## src/rtl/alu_mul_seq.sv

```systemverilog
// Shift-and-add 8x8 multiply sequencer that borrows the core ALU for one pass per cycle.
// Define MULSEQ_SIGNED_EN to add the signed_i port and the CORA/CORB signed correction states.
module alu_mul_seq (
    input  logic        clk_i,
    input  logic        rst_n_i,
    input  logic        start_i,
    input  logic [7:0]  a_i,
    input  logic [7:0]  b_i,
`ifdef MULSEQ_SIGNED_EN
    input  logic        signed_i,
`endif
    output logic        busy_o,
    output logic        done_o,
    output logic [15:0] product_o,
    output logic        z_o,
    output logic        c_o,
    output logic [7:0]  alu_a_o,
    output logic [7:0]  alu_b_o,
    output logic        alu_c_o,
    output logic        alu_op_add_o,
    output logic        alu_op_sub_o,
    output logic        alu_op_shf_o,
    input  logic [7:0]  alu_s_i,
    input  logic        alu_c_i
);

    localparam logic [2:0] ST_IDLE = 3'd0;
    localparam logic [2:0] ST_ADD  = 3'd1;
    localparam logic [2:0] ST_SHF  = 3'd2;
`ifdef MULSEQ_SIGNED_EN
    localparam logic [2:0] ST_CORA = 3'd3;
    localparam logic [2:0] ST_CORB = 3'd4;
`endif
    localparam logic [2:0] ST_DONE = 3'd5;

    logic [2:0]  state_reg,   state_next;
    logic [7:0]  mcand_reg,   mcand_next;
    logic [7:0]  hi_reg,      hi_next;
    logic [7:0]  lo_reg,      lo_next;
    logic        cy_reg,      cy_next;
    logic [2:0]  cnt_reg,     cnt_next;
    logic [15:0] product_reg, product_next;
    logic        z_reg,       z_next;
    logic        c_reg,       c_next;
`ifdef MULSEQ_SIGNED_EN
    logic [7:0]  b_orig_reg,  b_orig_next;
    logic        sgn_reg,     sgn_next;
`endif

    // Partial product for the current multiplier bit: mcand gated by lo[0].
    logic [7:0] add_b;
    genvar gi;
    generate
        for (gi = 0; gi < 8; gi++) begin : g_add_b
            assign add_b[gi] = lo_reg[0] & mcand_reg[gi];
        end
    endgenerate

    always_comb begin
        alu_a_o      = 8'h00;
        alu_b_o      = 8'h00;
        alu_c_o      = 1'b0;
        alu_op_add_o = 1'b0;
        alu_op_sub_o = 1'b0;
        alu_op_shf_o = 1'b0;
        case (state_reg)
            ST_ADD: begin
                alu_a_o      = hi_reg;
                alu_b_o      = add_b;
                alu_op_add_o = 1'b1;
            end
            ST_SHF: begin
                alu_a_o      = hi_reg;
                alu_c_o      = cy_reg;
                alu_op_shf_o = 1'b1;
            end
`ifdef MULSEQ_SIGNED_EN
            ST_CORA: begin
                alu_a_o      = hi_reg;
                alu_b_o      = mcand_reg[7] ? b_orig_reg : 8'h00;
                alu_op_sub_o = 1'b1;
            end
            ST_CORB: begin
                alu_a_o      = hi_reg;
                alu_b_o      = b_orig_reg[7] ? mcand_reg : 8'h00;
                alu_op_sub_o = 1'b1;
            end
`endif
            default: ;
        endcase
    end

    always_comb begin
        state_next   = state_reg;
        mcand_next   = mcand_reg;
        hi_next      = hi_reg;
        lo_next      = lo_reg;
        cy_next      = cy_reg;
        cnt_next     = cnt_reg;
        product_next = product_reg;
        z_next       = z_reg;
        c_next       = c_reg;
`ifdef MULSEQ_SIGNED_EN
        b_orig_next  = b_orig_reg;
        sgn_next     = sgn_reg;
`endif
        case (state_reg)
            ST_IDLE: begin
                if (start_i) begin
                    mcand_next  = a_i;
                    lo_next     = b_i;
                    hi_next     = 8'h00;
                    cy_next     = 1'b0;
                    cnt_next    = 3'd7;
                    state_next  = ST_ADD;
`ifdef MULSEQ_SIGNED_EN
                    b_orig_next = b_i;
                    sgn_next    = signed_i;
`endif
                end
            end
            ST_ADD: begin
                hi_next    = alu_s_i;
                cy_next    = alu_c_i;
                state_next = ST_SHF;
            end
            ST_SHF: begin
                // The ALU shifts {cy,hi} right; its carry-out is the bit dropping into lo.
                hi_next = alu_s_i;
                lo_next = {alu_c_i, lo_reg[7:1]};
                if (cnt_reg == 3'd0) begin
`ifdef MULSEQ_SIGNED_EN
                    state_next = sgn_reg ? ST_CORA : ST_DONE;
`else
                    state_next = ST_DONE;
`endif
                end else begin
                    cnt_next   = cnt_reg - 3'd1;
                    state_next = ST_ADD;
                end
            end
`ifdef MULSEQ_SIGNED_EN
            ST_CORA: begin
                hi_next    = alu_s_i;
                state_next = ST_CORB;
            end
            ST_CORB: begin
                hi_next    = alu_s_i;
                state_next = ST_DONE;
            end
`endif
            ST_DONE: begin
                product_next = {hi_reg, lo_reg};
                z_next       = ({hi_reg, lo_reg} == 16'h0000);
                c_next       = hi_reg[7];
                state_next   = ST_IDLE;
            end
            default: state_next = ST_IDLE;
        endcase
    end

    always_ff @(posedge clk_i) begin
        if (!rst_n_i) begin
            state_reg   <= ST_IDLE;
            mcand_reg   <= 8'h00;
            hi_reg      <= 8'h00;
            lo_reg      <= 8'h00;
            cy_reg      <= 1'b0;
            cnt_reg     <= 3'd0;
            product_reg <= 16'h0000;
            z_reg       <= 1'b0;
            c_reg       <= 1'b0;
`ifdef MULSEQ_SIGNED_EN
            b_orig_reg  <= 8'h00;
            sgn_reg     <= 1'b0;
`endif
        end else begin
            state_reg   <= state_next;
            mcand_reg   <= mcand_next;
            hi_reg      <= hi_next;
            lo_reg      <= lo_next;
            cy_reg      <= cy_next;
            cnt_reg     <= cnt_next;
            product_reg <= product_next;
            z_reg       <= z_next;
            c_reg       <= c_next;
`ifdef MULSEQ_SIGNED_EN
            b_orig_reg  <= b_orig_next;
            sgn_reg     <= sgn_next;
`endif
        end
    end

    // During DONE the result bypasses the holding registers so it lines up with done_o.
    assign busy_o    = (state_reg != ST_IDLE);
    assign done_o    = (state_reg == ST_DONE);
    assign product_o = done_o ? {hi_reg, lo_reg} : product_reg;
    assign z_o       = done_o ? ({hi_reg, lo_reg} == 16'h0000) : z_reg;
    assign c_o       = done_o ? hi_reg[7] : c_reg;

endmodule

```

## config.mk

```make
export PLATFORM = sky130hd
export DESIGN_NAME = alu_mul_seq
export DESIGN_NICKNAME = d
export VERILOG_FILES = /design/src/rtl/alu_mul_seq.sv
export SDC_FILE = /design/constraint.sdc
export NUM_CORES = 1
export LEC_CHECK = 0
export CAP_MARGIN = 20
export CORE_MARGIN = 3
export CORE_UTILIZATION = 46
export DETAILED_ROUTE_END_ITERATION = 7
export GPL_ROUTABILITY_DRIVEN = 0
export PLACE_DENSITY = 0.88
export SLEW_MARGIN = 15
export SYNTH_ARGS = -nofsm -noshare
export SYNTH_HDL_FRONTEND = slang
export SYNTH_SLANG_ARGS = --single-unit
```

## constraint.sdc

```tcl
create_clock -name clk_i -period 1.5 [get_ports clk_i]
set_input_delay 0.3 -clock clk_i [delete_from_list [all_inputs] [get_ports clk_i]]
set_output_delay 0.3 -clock clk_i [all_outputs]
set_load 0.005 [all_outputs]
```

### Word-level counts from Yosys, hierarchy flattened

Cells that the tools add are included.

| storage, ports and cells | value |
|---|---|
| bits in registers | 49 |
| bits in latches | 0 |
| RAM bits | 0 |
| memory bits (read-only) | 0 |
| input bits | 28 |
| output and inout port bits | 40 |
| word-level logic and storage cells | 56 |
| memories | 0 |

| cells by class | value |
|---|---|
| add/sub/neg operators | 1 |
| multiply operators | 0 |
| divide/modulo/power cells | 0 |
| magnitude comparators | 0 |
| equal/unequal tests | 5 |
| shift operators | 0 |
| mux-type cells | 20 |
| bitwise logic cells | 8 |
| reductions and logical operators | 13 |

Operators by type and width:

| operator | number |
|---|---|
| two-way mux 8 bit | 4 |
| one-hot mux 8 bit (2 select lines) | 2 |
| logical NOT 16 bit | 1 |
| two-way mux 16 bit | 1 |
| two-way mux 3 bit | 4 |
| one-hot mux 3 bit (3 select lines) | 1 |
| bitwise AND 1 bit | 8 |
| AND reduction 2 bit | 4 |
| logical NOT 3 bit | 2 |
| two-way mux 1 bit | 6 |
| one-hot mux 3 bit (2 select lines) | 1 |
| nonzero test 2 bit | 3 |
| != test 2 bit (second input constant) | 2 |
| == test 3 x 1 -> 1 bit (second input constant) | 1 |
| == test 3 x 2 -> 1 bit (second input constant) | 1 |
| == test 3 bit (second input constant) | 1 |
| AND reduction 3 bit | 1 |
| nonzero test 3 bit | 1 |
| subtractor 3 x 1 -> 3 bit (second input constant) | 1 |
| one-hot mux 1 bit (2 select lines) | 1 |
| OR reduction 2 bit | 1 |

### Logic depth before layout (Yosys ltp)

Gate-level depths: netlist of run 1.

| depth | value |
|---|---|
| word-level depth | 4 |
| mapped depth | 5 |
| mapped depth without buffers | 5 |

### Worst setup path before layout of run 1

No wires, ideal clock.

| timing path | value |
|---|---|
| kind | register to output |
| start | register state_reg[1] |
| end | output alu_c_o |
| arrival | 1143 ps |
| required time | 1200 ps |
| setup slack | 57 ps |
| stages on the path, launching flop included | 5 |
| path buffers | 2 |
| cell sequence | dfxtp_1 buf_4 nor3b_2 buf_4 and2_1 |

| on the way | value |
|---|---|
| longest elaborated chain between the ends | 2 |

RTL lines:

| element | RTL line | source |
|---|---|---|
| from (decl) | 36 | `logic [2:0] state_reg, state_next;` |
| from (signal assigned) | 178 | `state_reg <= state_next;` |
| == test 3 x 2 -> 1 bit | 66 | `case (state_reg)` |
| two-way mux 1 bit | 66 |  |
| to (decl) | 19 | `output logic alu_c_o,` |

No other way between the ends.

### Worst setup path after layout of run 1

| timing path | value |
|---|---|
| start | register state_reg[1] |
| end | output alu_b_o[1] |

| on the way | value |
|---|---|
| longest elaborated chain between the ends | 2 |

RTL lines:

| element | RTL line | source |
|---|---|---|
| == test 3 x 1 -> 1 bit | 66 |  |
| two-way mux 8 bit | 66 |  |
| to (decl) | 18 | `output logic [7:0] alu_b_o,` |

No other way between the ends.

==> metrics.txt, run 1 <==
number of DRC markers in iteration 0=288; failing checks=negative setup slack; Worst Setup Slack, final=-571 ps; Ant. Diodes=0; pre-CTS setup slack=-389 ps; post-synthesis mux area share=8.03%; final setup vio count=77; Ports=68; syn nets=255; worst setup path startpoint=state_reg[1]; CTS HTree Levels=2; total vias in the final route=2,510; DRC viols=0; Initial Utilization=50.1%; crit start category=flop; Pwr Density=790 mW/mm^2; DIE WIDTH=73.6 um; final hold violation count=0; clk buf depth=2; First-pass DRT Iterations=5; vias in the first global route=2,335; placed inst area=0.00306 mm^2; Post-DP HPWL=4160 um; final wirelength=10,100 um; sequential share of the synthesized area=46.6%; commonest cells after routing, fill and taps aside=buf_6, dfxtp_1, buf_4, clkdlybuf4s50_1, and2_1; Gate Count Post-Synth=225; FF-to-FF Start=state_reg[1]; Syn-to-layout area delta=82.7%; root buffer cell=clkbuf_8; Hold-fix buffers, CTS=0; Simple-Gate Fraction of Synth Area=25.0%; mapped cell area=0.00210 mm^2; max frequency=0.483 GHz; CP Capture Type=primary output; CTS tree=done; antenna-violating nets left=0; Worst path slowest cell=dfxtp_4; crit path DAT=1770 ps; CTS sink cnt=49; remaining global-route overflow=0; RSZ-0062 raised after global routing=yes; Post-Synth Adder-Cell Area=1.19%; max FFs per register=16; leakage power=1.72 nW; count of buffers from port buffering=66; NumNets Final=381; Crit Path Category=reg -> out; Die Y=73.6 um; VDD IR-drop max=0.656 mV; peak fanout along the critical path=4; Crit path required time=1200 ps; area of the multi-input gates=0.00138 mm^2; Synth Area in XOR/XNOR=0.416%; synthesized flop and latch total=49; DIE AREA=0.00542 mm^2; Compound-Gate Fraction of Synth Area=13.9%; hold wc startpoint=mcand_reg[6]; Num CTS Buffers=5; Final Max Tran Viols=0; hold slack=474 ps; register area=991 um^2; largest net degree at the start of global routing=20; # fillers=154; Tot GR Track Use=31.3%; fin crit period=2070 ps; max cap viols=0; via/cell ratio=6.24; final instance area=0.00384 mm^2; Setup Skew=13.5 ps; largest family of logic cells by synthesized area=simple AND/OR/NAND/NOR gates; WL/cell=25.1 um; Core ar.=0.00420 mm^2; Total Power=3.04 mW; Worst Hold Class=reg -> reg; Syn Area/Cell=9.35 um^2; first-pass GRT wire length=12,300 um; crit-path most repeated cell=buf_6; synth warn=0; CP cell instances=buf_4 -> buf_6 -> and4bb_4 -> buf_6 -> buf_6 -> and2_1 -> buf_2; Clock Latency Late Sink=330 ps; clk slew on worst S/H paths=90 ps; fin crit share=138%; initial antenna violation count=0; layout cells sized above 1=59.1%; critical path's largest stage delay=380 ps; std cell rows=23; outcome=complete, but fails checks; commonest non-fill, non-tap cell in the layout=buf_6; Netlist cell types=38; Setup TNS Final=-19,200 ps
==> through the flow <==
step           util [%]  cells
2_1_floorplan         -    225
3_3_place_gp       72.8    366
3_5_place_dp       72.8    366
4_1_cts            82.3    397
5_1_grt            91.5    402
6_report           91.5    402
==> worst max-delay path, delay by kind of cell, from the launching register on <==
family                 cells  cell delay, ps
buffers and inverters      5             600
AND/OR/NAND/NOR            2             470
flip-flops                 1             380
==> power by group <==
part	internal (mW)	switching [mW]	leakage, nW	total (mW)
Combinational	0.378	0.336	1.27	0.714
Sequential	1.36	0.0541	0.402	1.41
Clock	0.418	0.496	0.0542	0.914
==> path summary, 6_finish.rpt <==
path / cells after the start / slack [ps] / end
max: 7 / -570 / alu_b_o[1]
min: 2 / 470 / mcand_reg[6]
max reg2reg: 7 / -230 / cnt_reg[0]
min reg2reg: 2 / 470 / mcand_reg[6]
==> cells by family (layout without fill, tap and decap cells) <==
group,Yosys count,in the layout
AO/OA/AOI/OAI,45,45
XOR/XNOR,1,1
adder cells (fa/ha/maj),2,2
buffers and inverters,18,145
flip-flops,49,49
multiplexers,15,15
other,1,1
AND/OR/NAND/NOR,94,94
==> cells in the mapped netlist <==
cell type  count  area, um^2
ha_1           2        25.0
o21ai_0        9        45.0
dfxtp_1       49         981
nor3_2         1        10.0
nor3b_1        1        7.51
xnor2_1        1        8.76
nor4b_1        1        8.76
buf_4          3        22.5
nor2_1         2        7.51
conb_1         1        3.75
a311oi_1       4        35.0
a21oi_2        1        8.76
nor4_1         4        25.0
mux2_2        15         169
nand3_1        1        5.00
a22o_1         8        70.1
or2_2          1        6.26
nand4_1        1        6.26
and4bb_2       1        12.5
nor3b_2        1        12.5
inv_2          1        3.75
or4b_1         1        10.0
and2_1        33         206
buf_1          1        3.75
or3_1          2        12.5
nand2_1       39         146
a21oi_1       12        60.1
nor3_1         1        5.00
o31ai_1        1        7.51
nand2b_1       1        6.26
buf_2          4        20.0
nor4b_4        1        23.8
a211oi_1       2        15.0
nand3b_1       2        15.0
a31oi_1        8        50.1
inv_1          4        15.0
buf_6          2        22.5
clkbuf_1       3        11.3
==> routing by layer <==
layer  routed length, um  part of all wire (%)  global-route usage [%]  vias to the layer above
li1                    -                     -                       -                     1031
met1                3620                    36                    34.5                     1190
met2                4860                    48                    53.4                      220
met3                 898                   8.9                    8.76                       69
met4                 730                   7.2                    18.1                        0
met5                   0                     0                       0                        -
==> area by class of cell <==
class / instances / share of cell area, %
Inverter: 5 / 0.553
Sequential cell: 49 / 25.8
Clock inverter: 1 / 0.130
Clock buffer: 7 / 2.51
Timing Repair Buffer: 132 / 33.6
Tap cell: 50 / 1.63
Multi-Input combinational cell: 158 / 35.9
==> repair_timing <==
item	CTS	global route
gates resized for setup	213	103
pin swaps	25	37
setup endpoints to repair	56	86
gates cloned	4	0
buffers inserted	19	11
No activity file was read; power rests on OpenSTA's default activity.
==> inputs of run 2 (changes only) <==
--- a/config.mk
+++ b/config.mk
@@ -11,7 +11,7 @@
 export DETAILED_ROUTE_END_ITERATION = 7
 export GPL_ROUTABILITY_DRIVEN = 0
 export PLACE_DENSITY = 0.88
-export SLEW_MARGIN = 15
+export SLEW_MARGIN = 20
 export SYNTH_ARGS = -nofsm -noshare
 export SYNTH_HDL_FRONTEND = slang
 export SYNTH_SLANG_ARGS = --single-unit
==> results of run 2 <==
Same layout as run 1: the final DEF is identical, and so are final timing and power.
==> inputs of run 3 (changes only) <==
--- a/config.mk
+++ b/config.mk
@@ -10,6 +10,7 @@
 export CORE_UTILIZATION = 46
 export DETAILED_ROUTE_END_ITERATION = 7
 export GPL_ROUTABILITY_DRIVEN = 0
+export HOLD_SLACK_MARGIN = 0.03
 export PLACE_DENSITY = 0.88
 export SLEW_MARGIN = 20
 export SYNTH_ARGS = -nofsm -noshare
==> constraint.sdc (replaced) <==
create_clock -name clk_i -period 2.35 [get_ports clk_i]
set_input_delay 0.47 -clock clk_i [delete_from_list [all_inputs] [get_ports clk_i]]
set_output_delay 0.47 -clock clk_i [all_outputs]
set_load 0.005 [all_outputs]
==> metrics.txt, run 3 (synthesized netlist as in run 1, its figures left out) <==
reg2reg setup slack=720 ps; final setup vio count=0; total vias in the final route=1,918; commonest non-fill, non-tap cell in the layout=clkdlybuf4s50_1; M1 GR Usage=25.3%; Syn-to-layout area delta=47.9%; Worst Hold Class=reg -> reg; fin crit period=2320 ps; Setup TNS Final=0 ps; crit path DAT=1850 ps; remaining global-route overflow=0; Tot GR Track Use=19.8%; crit start category=flop; Post-DP HPWL=3670 um; final wirelength=5780 um; placed inst area=0.00281 mm^2; WL/cell=16.5 um; root buffer cell=clkbuf_8; Initial Utilization=50.1%; final hold violation count=0; number of DRC markers in iteration 0=96; vias in the first global route=1,706; Crit path required time=1880 ps; hold depth=2; outcome=finished clean; Slew headroom=61.9%; leakage power=1.50 nW; Hold-fix buffers, CTS=0; First-pass DRT Iterations=4; antenna-violating nets left=0; CP Capture Type=primary output; Reg2Reg Depth=4; max frequency=0.430 GHz; clk slew on worst S/H paths=80 ps; CTS sink cnt=49; std cell rows=23; fin crit share=98.9%; Core ar.=0.00420 mm^2; layout cells sized above 1=17.3%; initial antenna violation count=0; Setup Skew=3.62 ps; Num CTS Buffers=5; final instance area=0.00311 mm^2; Crit Path Category=reg -> out; via/cell ratio=5.48; CTS tree=done; DIE AREA=0.00542 mm^2; Die Y=73.6 um; VDD IR-drop max=0.345 mV; Pwr Density=567 mW/mm^2; peak fanout along the critical path=10; clk buf depth=2; grt met3 use=4.38%; DIE WIDTH=73.6 um; Worst-Margin Slew=568 ps; largest net degree at the start of global routing=23; first-pass GRT wire length=8260 um; Clock Latency Late Sink=300 ps; CTS HTree Levels=2; max cap viols=0; DRC viols=0; busiest grt layer=met2; hold slack=453 ps; commonest cells after routing, fill and taps aside=clkdlybuf4s50_1, dfxtp_1, nand2_1, and2_1; grt met2 use=33.4%; Final Max Tran Viols=0; max FFs per register=16; Ports=68; count of buffers from port buffering=66; Ant. Diodes=0; NumNets Final=329
==> run 3: changes by cell type in the layout (fill, tap and decap cells not counted), sizes merged <==
cell	change
clkbuf	+1
bufinv	+1
dlymetal6s2s	+15
clkdlybuf4s15	-1
clkdlybuf4s50	+24
buf	-91
clkinv	-1
==> run 3: final timing paths <==
kind | start | to
worst max-delay path | state_reg[0] | product_o[13]
worst max register to register | state_reg[0] | hi_reg[3]
worst min register to register | mcand_reg[5] | mcand_reg[5]
worst min-delay path | mcand_reg[5] | mcand_reg[5]
==> run 3: metrics by stage <==
step | std cells | utilization, % | total power, mW | setup slack, ps
final | 350 | 74.1 | 1.76 | 26.7
after global placement | 336 | 66.8 | 1.12 | 198
after detailed placement | 336 | 66.8 | 1.13 | 143
after global routing | 350 | 74.1 | 1.82 | -23.7
after floorplan | 225 | - | 1.03 | 737
after CTS | 344 | 70.1 | 1.74 | 12.4
==> run 3: routing by layer <==
layer	vias up	share of wire (%)
met3	6	5.8
met5	-	0
li1	931	-
met4	0	1.1
met2	60	51
met1	921	42
==> run 3: what timing repair did <==
action | CTS | global route
setup endpoints to repair | 29 | 34
endpoints found under the hold margin | 0 | 0
buffers inserted | 0 | 4
gates resized for setup | 6 | 27
cloned | 0 | 2
pin swaps | 0 | 4
==> run 3: area by class of cell <==
class                   instances  area [um^2]
repair buffers                 80          855
inverters                       5         18.8
flip-flops and latches         49          985
multi-input cells             158         1080
fillers                       285         1090
clock inverters                 1         30.0
clock buffers                   7         86.3
well taps                      50         62.6
==> run 3: power by group <==
part	switching (mW)	internal, mW
logic	0.117	0.126
registers	0.0329	0.866
clock network	0.276	0.347
total	0.426	1.34
==> run 3: worst max-delay path: stages (launching register included) <==
cell and delay (ps):
dfxtp_4 360, nand3b_1 100, buf_6 140, clkbuf_16 160, mux2_2 340, clkdlybuf4s50_1 450
